<file path="src/rtl/artemis_ddr3_port_client_if.sv">
// Command/write/read FIFO set of one bidirectional DDR3 controller port.
// The client drives the master side; the controller port model drives the slave side.
interface artemis_ddr3_port_client_if;
  logic        cmd_en;
  logic [2:0]  cmd_instr;
  logic [5:0]  cmd_bl;
  logic [29:0] cmd_byte_addr;
  logic        cmd_full;
  logic        wr_en;
  logic [3:0]  wr_mask;
  logic [31:0] wr_data;
  logic        wr_full;
  logic        wr_underrun;
  logic        wr_error;
  logic        rd_en;
  logic [31:0] rd_data;
  logic        rd_empty;
  logic        rd_overflow;
  logic        rd_error;

  modport master (
    output cmd_en, cmd_instr, cmd_bl, cmd_byte_addr, wr_en, wr_mask, wr_data, rd_en,
    input  cmd_full, wr_full, wr_underrun, wr_error, rd_data, rd_empty, rd_overflow, rd_error
  );
  modport slave (
    input  cmd_en, cmd_instr, cmd_bl, cmd_byte_addr, wr_en, wr_mask, wr_data, rd_en,
    output cmd_full, wr_full, wr_underrun, wr_error, rd_data, rd_empty, rd_overflow, rd_error
  );
endinterface

</file>
<file path="src/rtl/artemis_ddr3_port_client.sv">
// User-side DDR3 port master: one request becomes a wr-FIFO fill plus command,
// or a command plus rd-FIFO drain onto a valid/ready stream.
module artemis_ddr3_port_client #(
  parameter int MAX_WORDS  = 64,
  parameter int RD_TIMEOUT = 4096
) (
  input  logic        clk,
  input  logic        rst,
  input  logic        calibration_done,
  input  logic        req_en,
  input  logic        req_write,
  input  logic [29:0] req_addr,
  input  logic [6:0]  req_count,
  output logic        busy,
  output logic        done,
  output logic        error,
  input  logic [31:0] wdata,
  input  logic        wdata_valid,
  output logic        wdata_ready,
  output logic [31:0] rdata,
  output logic        rdata_valid,
  input  logic        rdata_ready,
  artemis_ddr3_port_client_if.master ddr
);
  localparam int TW = $clog2(RD_TIMEOUT + 1);

  typedef enum logic [2:0] {IDLE, WR_FILL, WR_CMD, RD_CMD, RD_DRAIN, FINISH} state_t;

  state_t          state;
  logic [6:0]      cnt;
  logic [6:0]      wcnt;
  logic [TW-1:0]   tcnt;
  logic            fault;
  logic            bad_req;

  assign fault   = ddr.wr_underrun | ddr.wr_error | ddr.rd_overflow | ddr.rd_error;
  assign bad_req = (req_addr[1:0] != 2'b00) || (req_count == 7'd0) ||
                   (int'(req_count) > MAX_WORDS);

  // FINISH is the done cycle, so busy is already low there.
  assign busy = (state != IDLE) && (state != FINISH);

  // A fault in the command cycle must not let the push through.
  assign ddr.cmd_en        = ((state == WR_CMD) || (state == RD_CMD)) && !ddr.cmd_full && !fault;
  assign wdata_ready       = (state == WR_FILL) && !ddr.wr_full;
  assign ddr.wr_en         = wdata_ready && wdata_valid;
  assign ddr.wr_data       = wdata;
  assign ddr.wr_mask       = 4'b0000;
  assign rdata             = ddr.rd_data;
  assign rdata_valid       = (state == RD_DRAIN) && !ddr.rd_empty;
  assign ddr.rd_en         = rdata_valid && rdata_ready;

  always_ff @(posedge clk or negedge rst) begin
    if (!rst) begin
      state             <= IDLE;
      cnt               <= '0;
      wcnt              <= '0;
      tcnt              <= '0;
      done              <= 1'b0;
      error             <= 1'b0;
      ddr.cmd_instr     <= '0;
      ddr.cmd_bl        <= '0;
      ddr.cmd_byte_addr <= '0;
    end else begin
      done  <= 1'b0;
      error <= 1'b0;
      if (busy && fault) begin
        error <= 1'b1;
        state <= IDLE;
      end else begin
        case (state)
          IDLE: if (req_en && calibration_done) begin
            cnt               <= req_count;
            wcnt              <= '0;
            tcnt              <= '0;
            ddr.cmd_instr     <= req_write ? 3'b000 : 3'b001;
            ddr.cmd_bl        <= 6'(req_count - 7'd1);
            ddr.cmd_byte_addr <= req_addr;
            if (bad_req) error <= 1'b1;
            else         state <= req_write ? WR_FILL : RD_CMD;
          end
          WR_FILL: if (ddr.wr_en) begin
            wcnt <= wcnt + 7'd1;
            if (wcnt + 7'd1 == cnt) state <= WR_CMD;
          end
          WR_CMD: if (ddr.cmd_en) begin
            state <= FINISH;
            done  <= 1'b1;
          end
          RD_CMD: if (ddr.cmd_en) begin
            state <= RD_DRAIN;
            wcnt  <= '0;
            tcnt  <= '0;
          end
          RD_DRAIN: if (ddr.rd_en) begin
            wcnt <= wcnt + 7'd1;
            tcnt <= '0;
            if (wcnt + 7'd1 == cnt) begin
              state <= FINISH;
              done  <= 1'b1;
            end
          end else if (ddr.rd_empty) begin
            // Registered error lands exactly RD_TIMEOUT cycles after the command push cycle.
            if (tcnt == TW'(RD_TIMEOUT - 2)) begin
              error <= 1'b1;
              state <= IDLE;
            end else begin
              tcnt <= tcnt + TW'(1);
            end
          end
          FINISH:  state <= IDLE;
          default: state <= IDLE;
        endcase
      end
    end
  end
endmodule

</file>
<file path="src/flat_wrapper.sv">
// flat-port wrapper written by rule: the top's interface ports become plain ports
module artemis_ddr3_port_client_flat 
#(
  parameter int MAX_WORDS  = 64,
  parameter int RD_TIMEOUT = 4096
)
  (clk, rst, calibration_done, req_en, req_write, req_addr, req_count, busy, done, error, wdata, wdata_valid, wdata_ready, rdata, rdata_valid, rdata_ready, ddr_cmd_en, ddr_cmd_instr, ddr_cmd_bl, ddr_cmd_byte_addr, ddr_wr_en, ddr_wr_mask, ddr_wr_data, ddr_rd_en, ddr_cmd_full, ddr_wr_full, ddr_wr_underrun, ddr_wr_error, ddr_rd_data, ddr_rd_empty, ddr_rd_overflow, ddr_rd_error);
  artemis_ddr3_port_client_if ddr_i ();
  input  logic clk;
  input  logic rst;
  input  logic calibration_done;
  input  logic req_en;
  input  logic req_write;
  input  logic [29:0] req_addr;
  input  logic [6:0] req_count;
  output logic busy;
  output logic done;
  output logic error;
  input  logic [31:0] wdata;
  input  logic wdata_valid;
  output logic wdata_ready;
  output logic [31:0] rdata;
  output logic rdata_valid;
  input  logic rdata_ready;
  output wire logic [$bits(ddr_i.cmd_en)-1:0] ddr_cmd_en;
  output wire logic [$bits(ddr_i.cmd_instr)-1:0] ddr_cmd_instr;
  output wire logic [$bits(ddr_i.cmd_bl)-1:0] ddr_cmd_bl;
  output wire logic [$bits(ddr_i.cmd_byte_addr)-1:0] ddr_cmd_byte_addr;
  output wire logic [$bits(ddr_i.wr_en)-1:0] ddr_wr_en;
  output wire logic [$bits(ddr_i.wr_mask)-1:0] ddr_wr_mask;
  output wire logic [$bits(ddr_i.wr_data)-1:0] ddr_wr_data;
  output wire logic [$bits(ddr_i.rd_en)-1:0] ddr_rd_en;
  input wire logic [$bits(ddr_i.cmd_full)-1:0] ddr_cmd_full;
  input wire logic [$bits(ddr_i.wr_full)-1:0] ddr_wr_full;
  input wire logic [$bits(ddr_i.wr_underrun)-1:0] ddr_wr_underrun;
  input wire logic [$bits(ddr_i.wr_error)-1:0] ddr_wr_error;
  input wire logic [$bits(ddr_i.rd_data)-1:0] ddr_rd_data;
  input wire logic [$bits(ddr_i.rd_empty)-1:0] ddr_rd_empty;
  input wire logic [$bits(ddr_i.rd_overflow)-1:0] ddr_rd_overflow;
  input wire logic [$bits(ddr_i.rd_error)-1:0] ddr_rd_error;
  assign ddr_cmd_en = ddr_i.cmd_en;
  assign ddr_cmd_instr = ddr_i.cmd_instr;
  assign ddr_cmd_bl = ddr_i.cmd_bl;
  assign ddr_cmd_byte_addr = ddr_i.cmd_byte_addr;
  assign ddr_wr_en = ddr_i.wr_en;
  assign ddr_wr_mask = ddr_i.wr_mask;
  assign ddr_wr_data = ddr_i.wr_data;
  assign ddr_rd_en = ddr_i.rd_en;
  assign ddr_i.cmd_full = ddr_cmd_full;
  assign ddr_i.wr_full = ddr_wr_full;
  assign ddr_i.wr_underrun = ddr_wr_underrun;
  assign ddr_i.wr_error = ddr_wr_error;
  assign ddr_i.rd_data = ddr_rd_data;
  assign ddr_i.rd_empty = ddr_rd_empty;
  assign ddr_i.rd_overflow = ddr_rd_overflow;
  assign ddr_i.rd_error = ddr_rd_error;
  artemis_ddr3_port_client #(.MAX_WORDS(MAX_WORDS), .RD_TIMEOUT(RD_TIMEOUT)) u_core (.clk(clk), .rst(rst), .calibration_done(calibration_done), .req_en(req_en), .req_write(req_write), .req_addr(req_addr), .req_count(req_count), .busy(busy), .done(done), .error(error), .wdata(wdata), .wdata_valid(wdata_valid), .wdata_ready(wdata_ready), .rdata(rdata), .rdata_valid(rdata_valid), .rdata_ready(rdata_ready), .ddr(ddr_i));
endmodule
</file>
<file path="config.mk">
export PLATFORM = sky130hd
export DESIGN_NAME = artemis_ddr3_port_client_flat
export DESIGN_NICKNAME = d
export VERILOG_FILES = /design/src/rtl/artemis_ddr3_port_client_if.sv /design/src/rtl/artemis_ddr3_port_client.sv /design/src/flat_wrapper.sv
export SDC_FILE = /design/constraint.sdc
export NUM_CORES = 1
export LEC_CHECK = 0
export ABC_AREA = 1
export BUFFER_PORTS_ARGS = -buffer_cell sky130_fd_sc_hd__buf_2
export CAP_MARGIN = 10
export CORE_UTILIZATION = 41
export DETAILED_ROUTE_END_ITERATION = 7
export GPL_TIMING_DRIVEN = 0
export PLACE_DENSITY_LB_ADDON = 0.2
export SLEW_MARGIN = 20
export SYNTH_ARGS = -nofsm -noshare
export SYNTH_HDL_FRONTEND = slang
export SYNTH_SLANG_ARGS = --single-unit
</file>
<file path="constraint.sdc">
create_clock -name clk -period 1.53 [get_ports clk]
set_input_delay 0.0765 -clock clk [delete_from_list [all_inputs] [get_ports clk]]
set_output_delay 0.0765 -clock clk [all_outputs]
set_load 0.1 [all_outputs]
</file>
# ---- Word-level counts from Yosys, hierarchy flattened
# Cells that the tools add are included.
dict set report classes {
  n_bitwise 4
  addsub 3
  magnitude_cmp 1
  reduce_logical 26
  n_mux 37
  eq_ne 22
}
# operator count
set op_table {}
lappend op_table {{two-way mux 13 bit} 5}
lappend op_table {{one-hot mux 13 bit (3 select lines)} 1}
lappend op_table {{two-way mux 3 bit} 11}
lappend op_table {{two-way mux 7 bit} 4}
lappend op_table {{one-hot mux 7 bit (4 select lines)} 1}
lappend op_table {{!= test 3 bit (second input constant)} 8}
lappend op_table {{one-hot mux 3 bit (5 select lines)} 1}
lappend op_table {{adder 13 x 1 -> 13 bit (second input constant)} 1}
lappend op_table {{equality test 13 x 12 -> 1 bit (second input constant)} 1}
lappend op_table {{!= test 4 bit (second input constant)} 3}
lappend op_table {{AND reduction 6 bit} 2}
lappend op_table {{two-way mux 1 bit} 11}
lappend op_table {{logical AND 1 bit} 9}
lappend op_table {{AND reduction 9 bit} 1}
lappend op_table {{adder 7 x 1 -> 7 bit (second input constant)} 1}
lappend op_table {{equality test 7 bit} 1}
lappend op_table {{greater-than comparator 7 bit (second input constant)} 1}
lappend op_table {{logical NOT 7 bit} 1}
lappend op_table {{equality test 3 x 2 -> 1 bit (second input constant)} 2}
lappend op_table {{!= test 2 bit (second input constant)} 3}
lappend op_table {{nonzero test 3 bit} 2}
lappend op_table {{subtractor 6 x 1 -> 6 bit (second input constant)} 1}
lappend op_table {{logical NOT 1 bit} 4}
lappend op_table {{one-hot mux 1 bit (2 select lines)} 2}
lappend op_table {{12 further kinds} 16}
dict set report word_totals {
  elab_cells 102
  in_bits 115
  reg_bits 71
}

# ---- Logic depth before layout (Yosys ltp)
dict set report depth {
  ltp_word 8
  mapped_depth 14
}

# ---- Worst setup path before layout
# OpenSTA, ideal clock, no wires.
dict set report synth_timing {
  path_kind {reg2out}
  start {register u_core.state[2]}
  end {output port ddr_wr_en}
  t_arrival_ns 3.009
  path_stages_with_launch 4
  setup_slack_ns -1.555
  t_required_ns 1.453
  path_buffers 0
  cell_sequence {dfrtp_1 > inv_1 > nand3_1 > nor3b_1}
}
dict set report synth_between {
  elab_chain_len 3
}
# element line
set synth_lines {}
lappend synth_lines {{start, declared} artemis_ddr3_port_client.sv:29} ;# state_t state;
lappend synth_lines {{start signal, assigned} artemis_ddr3_port_client.sv:80} ;# else state <= req_write ? WR_FILL : RD_CMD;
lappend synth_lines {{equality test 3 x 1 -> 1 bit} artemis_ddr3_port_client.sv:45} ;# assign wdata_ready = (state == WR_FILL) && !ddr.wr_full;
lappend synth_lines {{logical AND 1 bit} artemis_ddr3_port_client.sv:45}
lappend synth_lines {{logical AND 1 bit} artemis_ddr3_port_client.sv:46} ;# assign ddr.wr_en = wdata_ready && wdata_valid;
lappend synth_lines {{end, declared} flat_wrapper.sv:29} ;# output wire logic [$bits(ddr_i.wr_en)-1:0] ddr_wr_en;
# Every way passes these cells.

# ---- Worst setup path after layout
dict set report layout_timing {
  start {register u_core.state[2]}
  end {register u_core.ddr.cmd_byte_addr[25]}
}
dict set report layout_between {
  elab_chain_len 5
  word_cells_on_any_way 7
}
# element line
set layout_lines {}
lappend layout_lines {{!= test 3 bit / nonzero test 3 bit (equally long branches)} artemis_ddr3_port_client.sv:41} ;# assign busy = (state != IDLE) && (state != FINISH);
lappend layout_lines {{logical AND 1 bit} artemis_ddr3_port_client.sv:41}
lappend layout_lines {{logical AND 1 bit} artemis_ddr3_port_client.sv:67} ;# if (busy && fault) begin
lappend layout_lines {{inverter 1 bit (no source line)} --}
lappend layout_lines {{AND reduction 3 bit (no source line) (*)} --}
lappend layout_lines {{end signal, assigned} artemis_ddr3_port_client.sv:78} ;# ddr.cmd_byte_addr <= req_addr;
lappend layout_lines {{end, declared} artemis_ddr3_port_client_if.sv:22} ;# output cmd_en, cmd_instr, cmd_bl, cmd_byte_addr, wr_en, wr_mask, wr_data, rd_en,
# Mark *: on every way between the ends. The rest lies on a longest branch, timed or not.
# A chain may end at the register's enable or synchronous reset.

==> summary.md <==
| Metric | Value |
|---|---|
| Post-route ant nets | 0 |
| Largest net degree at the start of global routing | 51 |
| Max Clock Skew | 11.2 ps |
| Setup TNS | -7990 ps |
| Placed cell count | 843 |
| Die area | 0.0106 sq mm |
| Post-synthesis mux area share | 0 |
| DRC viols | 0 |
| Total of max-cap violations | 0 |
| XOR/XNOR share of the synthesized area | 0.0168 |
| Die height | 103 microns |
| Mapped cell area | 0.00416 sq mm |
| Die width | 103 microns |
| FF-to-FF setup slack | -190 ps |
| WS Path Type | register to register |
| GRT Overall Usage | 0.232 |
| Pwr dens | 2280 mW/mm^2 |
| Vias per inst | 4.73 |
| Crit path capture | u_core.ddr.cmd_byte_addr[25] |
| TritonRoute pass-1 iters | 5 |
| Netlist cell types | 38 |
| Slew HR | 0.463 |
| Place WS | -462 ps |
| WL per Instance | 13.5 microns |
| Status | finished with violations |
| Placed cell areas | 0.00521 sq mm |
| WL final | 12,500 microns |
| Worst Setup Slack, final | -185 ps |
| Finished Layout Cells | 925 |
| CP startpoint | u_core.state[2] |
| Sequential area share after synthesis | 0.415 |
| Minimum clock period | 1720 ps |
| ANT cells | 0 |
| RSZ-0062 raised after global routing | true |
| Clk slew on worst S/H paths | 70 ps |
| Worst Setup Start Kind | register |
| P&R area growth vs syn | 62.8% |
| Worst skew pair latency | 340 ps |
| Req. time, crit path | 1760 ps |
| Crit path max fanout | 6 |
| Register-to-Register Path Depth | 9 |
| Final hold vios | 0 |
| Worst vdd ir | 2220 uV |
| H-tree depth | 3 |
| Starting Density | 0.424 |
| Post-Synth Adder-Cell Area | 0.0120 |
| Yosys warnings | 0 |
| Total power | 15.4 mW |
| Critical path endpoint category | register |
| Max clock buf depth | 2 |
| TritonCTS clock tree | built |
| Via Count | 4,377 |
| Share of layout cells above drive strength 1 | 0.549 |
| Input/output buffers | 159 |
| Cts bufs inserted | 9 |
| FP Rows | 36 |
| FMAX | 583 MHz |
| Largest family of logic cells by synthesized area | simple AND/OR/NAND/NOR gates |
| Antenna violations before repair | 0 |
| CTS sink cnt | 69 |
| HP Class | input port to register |
| 1st-iter DRT viols | 171 |
| Core area | 0.00982 sq mm |
| Worst reg2reg startpoint | u_core.state[2] |
| Synth Area in Simple Gates | 0.297 |
| Fin nets | 906 |
| Fraction of the cycle the final worst path needs | 1.12 |
| Failing checks | negative setup slack |
| Reg2reg end | u_core.ddr.cmd_byte_addr[25] |
| Post-route cell area | 0.00677 sq mm |
| Total grt overflow | 0 |
| Post-Syn Instances | 545 |
| Ports | 230 |
| Fin. max-slew vios | 0 |
| First-pass GRT wire length | 18,900 microns |
| Post-synthesis compound-gate area fraction | 0.0641 |
| Post-synthesis sequential element count | 69 |
| CTS Root Cell | clkbuf_8 |
| Mapped Avg Cell Area | 7.63 sq um |
| Post-DP HPWL | 7870 microns |
| Vias in the first global route | 4,177 |
| LEAKAGE | 3.57 nW |
| Placer Congestion | 0.874 |
| Worst slew pin tran | 798 ps |
| # setup viols final | 69 |
| CP arrival | 1940 ps |
[registers in the layout, summed over array words and instances, names as in the netlist]
signal / count
u_core.error: 1
u_core.ddr.cmd_instr: 1
u_core.ddr.cmd_bl: 6
u_core.wcnt: 7
u_core.done: 1
u_core.cnt: 7
u_core.state: 3
u_core.tcnt: 13
u_core.ddr.cmd_byte_addr: 30
[critical path, cell delays in order (launching register included)]
cell and delay [ps]:
dfrtp_2 490, buf_4 170, nor2_4 180, inv_2 70, nor2_4 150, clkinv_4 120
buf_8 160, clkbuf_16 160, nand2_2 50, nand2_1 50
[cells in the mapped netlist]
library cell | count | area share
o211ai_1 | 1 | 0.0018
clkinv_4 | 1 | 0.0021
nand4_1 | 6 | 0.0090
xnor2_1 | 2 | 0.0042
nand4_4 | 1 | 0.0051
a21oi_1 | 8 | 0.0096
nor3b_1 | 1 | 0.0018
o22ai_1 | 3 | 0.0045
o21a_1 | 2 | 0.0036
inv_2 | 1 | 0.00090
a21oi_2 | 2 | 0.0042
clkbuf_1 | 6 | 0.0054
buf_2 | 4 | 0.0048
nor2_4 | 3 | 0.0081
nand2_4 | 2 | 0.0054
nand3_1 | 27 | 0.032
nor2_1 | 31 | 0.028
o31ai_2 | 3 | 0.0090
nand2_1 | 196 | 0.18
nand3b_1 | 2 | 0.0036
o21ai_0 | 18 | 0.022
nand2_2 | 1 | 0.0015
nor3_4 | 1 | 0.0039
clkinv_2 | 2 | 0.0024
buf_4 | 70 | 0.13
a21boi_0 | 1 | 0.0018
xor2_1 | 6 | 0.013
nand2_8 | 1 | 0.0048
dfrtp_1 | 69 | 0.42
nor4_1 | 4 | 0.0060
nor2_2 | 2 | 0.0030
o21ai_1 | 3 | 0.0036
o21ai_2 | 2 | 0.0042
conb_1 | 1 | 0.00090
buf_6 | 3 | 0.0081
inv_1 | 49 | 0.044
ha_1 | 4 | 0.012
nor3_1 | 6 | 0.0072
[logic make-up after synthesis]
kind of cell	after synthesis
adders and majority gates	4
and+or+nand+nor	284
AOI/OAI and AO/OA	43
DFF	69
xor gates and xnor gates	8
other	1
buffers and inverters	136
[layer usage]
layer  part of all wire  track usage  vias up
li1                   -            -     2113
met1               0.40        0.276     2033
met2               0.51        0.406      204
met3              0.071       0.0542       27
met4              0.022       0.0888        0
met5                  0            0        -
[through the flow]
step                hold slack, ps  utilization
global route                  16.5        0.690
floorplan                     -219            -
global placement               276        0.528
detailed placement           -11.2        0.531
CTS                           4.38        0.662
finish                        19.5        0.690
[repair_timing]
action	in CTS	in global routing
gates cloned	7	1
endpoints found under the setup margin	73	75
gates resized for setup	145	85
setup buffers	26	6
pin swaps	20	27
hold buffers	32	0
hold endpoints to repair	100	0
[cell type report]
type                    count  area (sq um)
fillers                   762          3050
multi-input cells         345          2150
flip-flops and latches     69          1730
repair buffers            230          1640
plain buffers              79           644
inverters                  53           224
well taps                 133           166
clock buffers              10           128
clock inverters             6          87.6
[how the worst min path moves through the flow]
| stage | start | end | slack, ps | depth (start not counted) |
|---|---|---|---|---|
| 4_1_cts | req_count[3] | u_core.cnt[3] | 4 | 3 |
| 6_report | req_addr[0] | u_core.ddr.cmd_byte_addr[0] | 20 | 3 |
| 5_1_grt | req_count[3] | u_core.cnt[3] | 20 | 3 |
| 3_5_place_dp | rst | u_core.state[2] | -10 | 1 |
| 2_1_floorplan | rst | u_core.cnt[0] | -220 | 0 |
| 3_3_place_gp | req_addr[19] | u_core.ddr.cmd_byte_addr[19] | 280 | 3 |
[power breakdown]
part,switching [mW],internal (mW)
registers,0.575,2.50
clock network,0.722,0.919
logic,7.80,2.89
[cells in the final DEF, fill, tap and decap left out, types with 6 or more instances in the layout]
| cell type | count |
|---|---|
| buf_2 | 152 |
| buf_8 | 6 |
| dfrtp_1 | 66 |
| buf_4 | 90 |
| nand3_2 | 7 |
| buf_6 | 16 |
| dlygate4sd3_1 | 32 |
| nand2_2 | 53 |
| conb_1 | 6 |
| buf_12 | 6 |
| nand2_1 | 129 |
| a21oi_2 | 6 |
| nor2_4 | 12 |
| o21ai_0 | 6 |
| nand4_1 | 6 |
| nand3_1 | 18 |
| nor2_2 | 8 |
| xor2_1 | 6 |
| nor2_1 | 16 |
| o21ai_2 | 11 |
| inv_1 | 43 |
| nand2_4 | 16 |
| clkbuf_8 | 11 |
No activity file was read; power rests on OpenSTA's default activity.
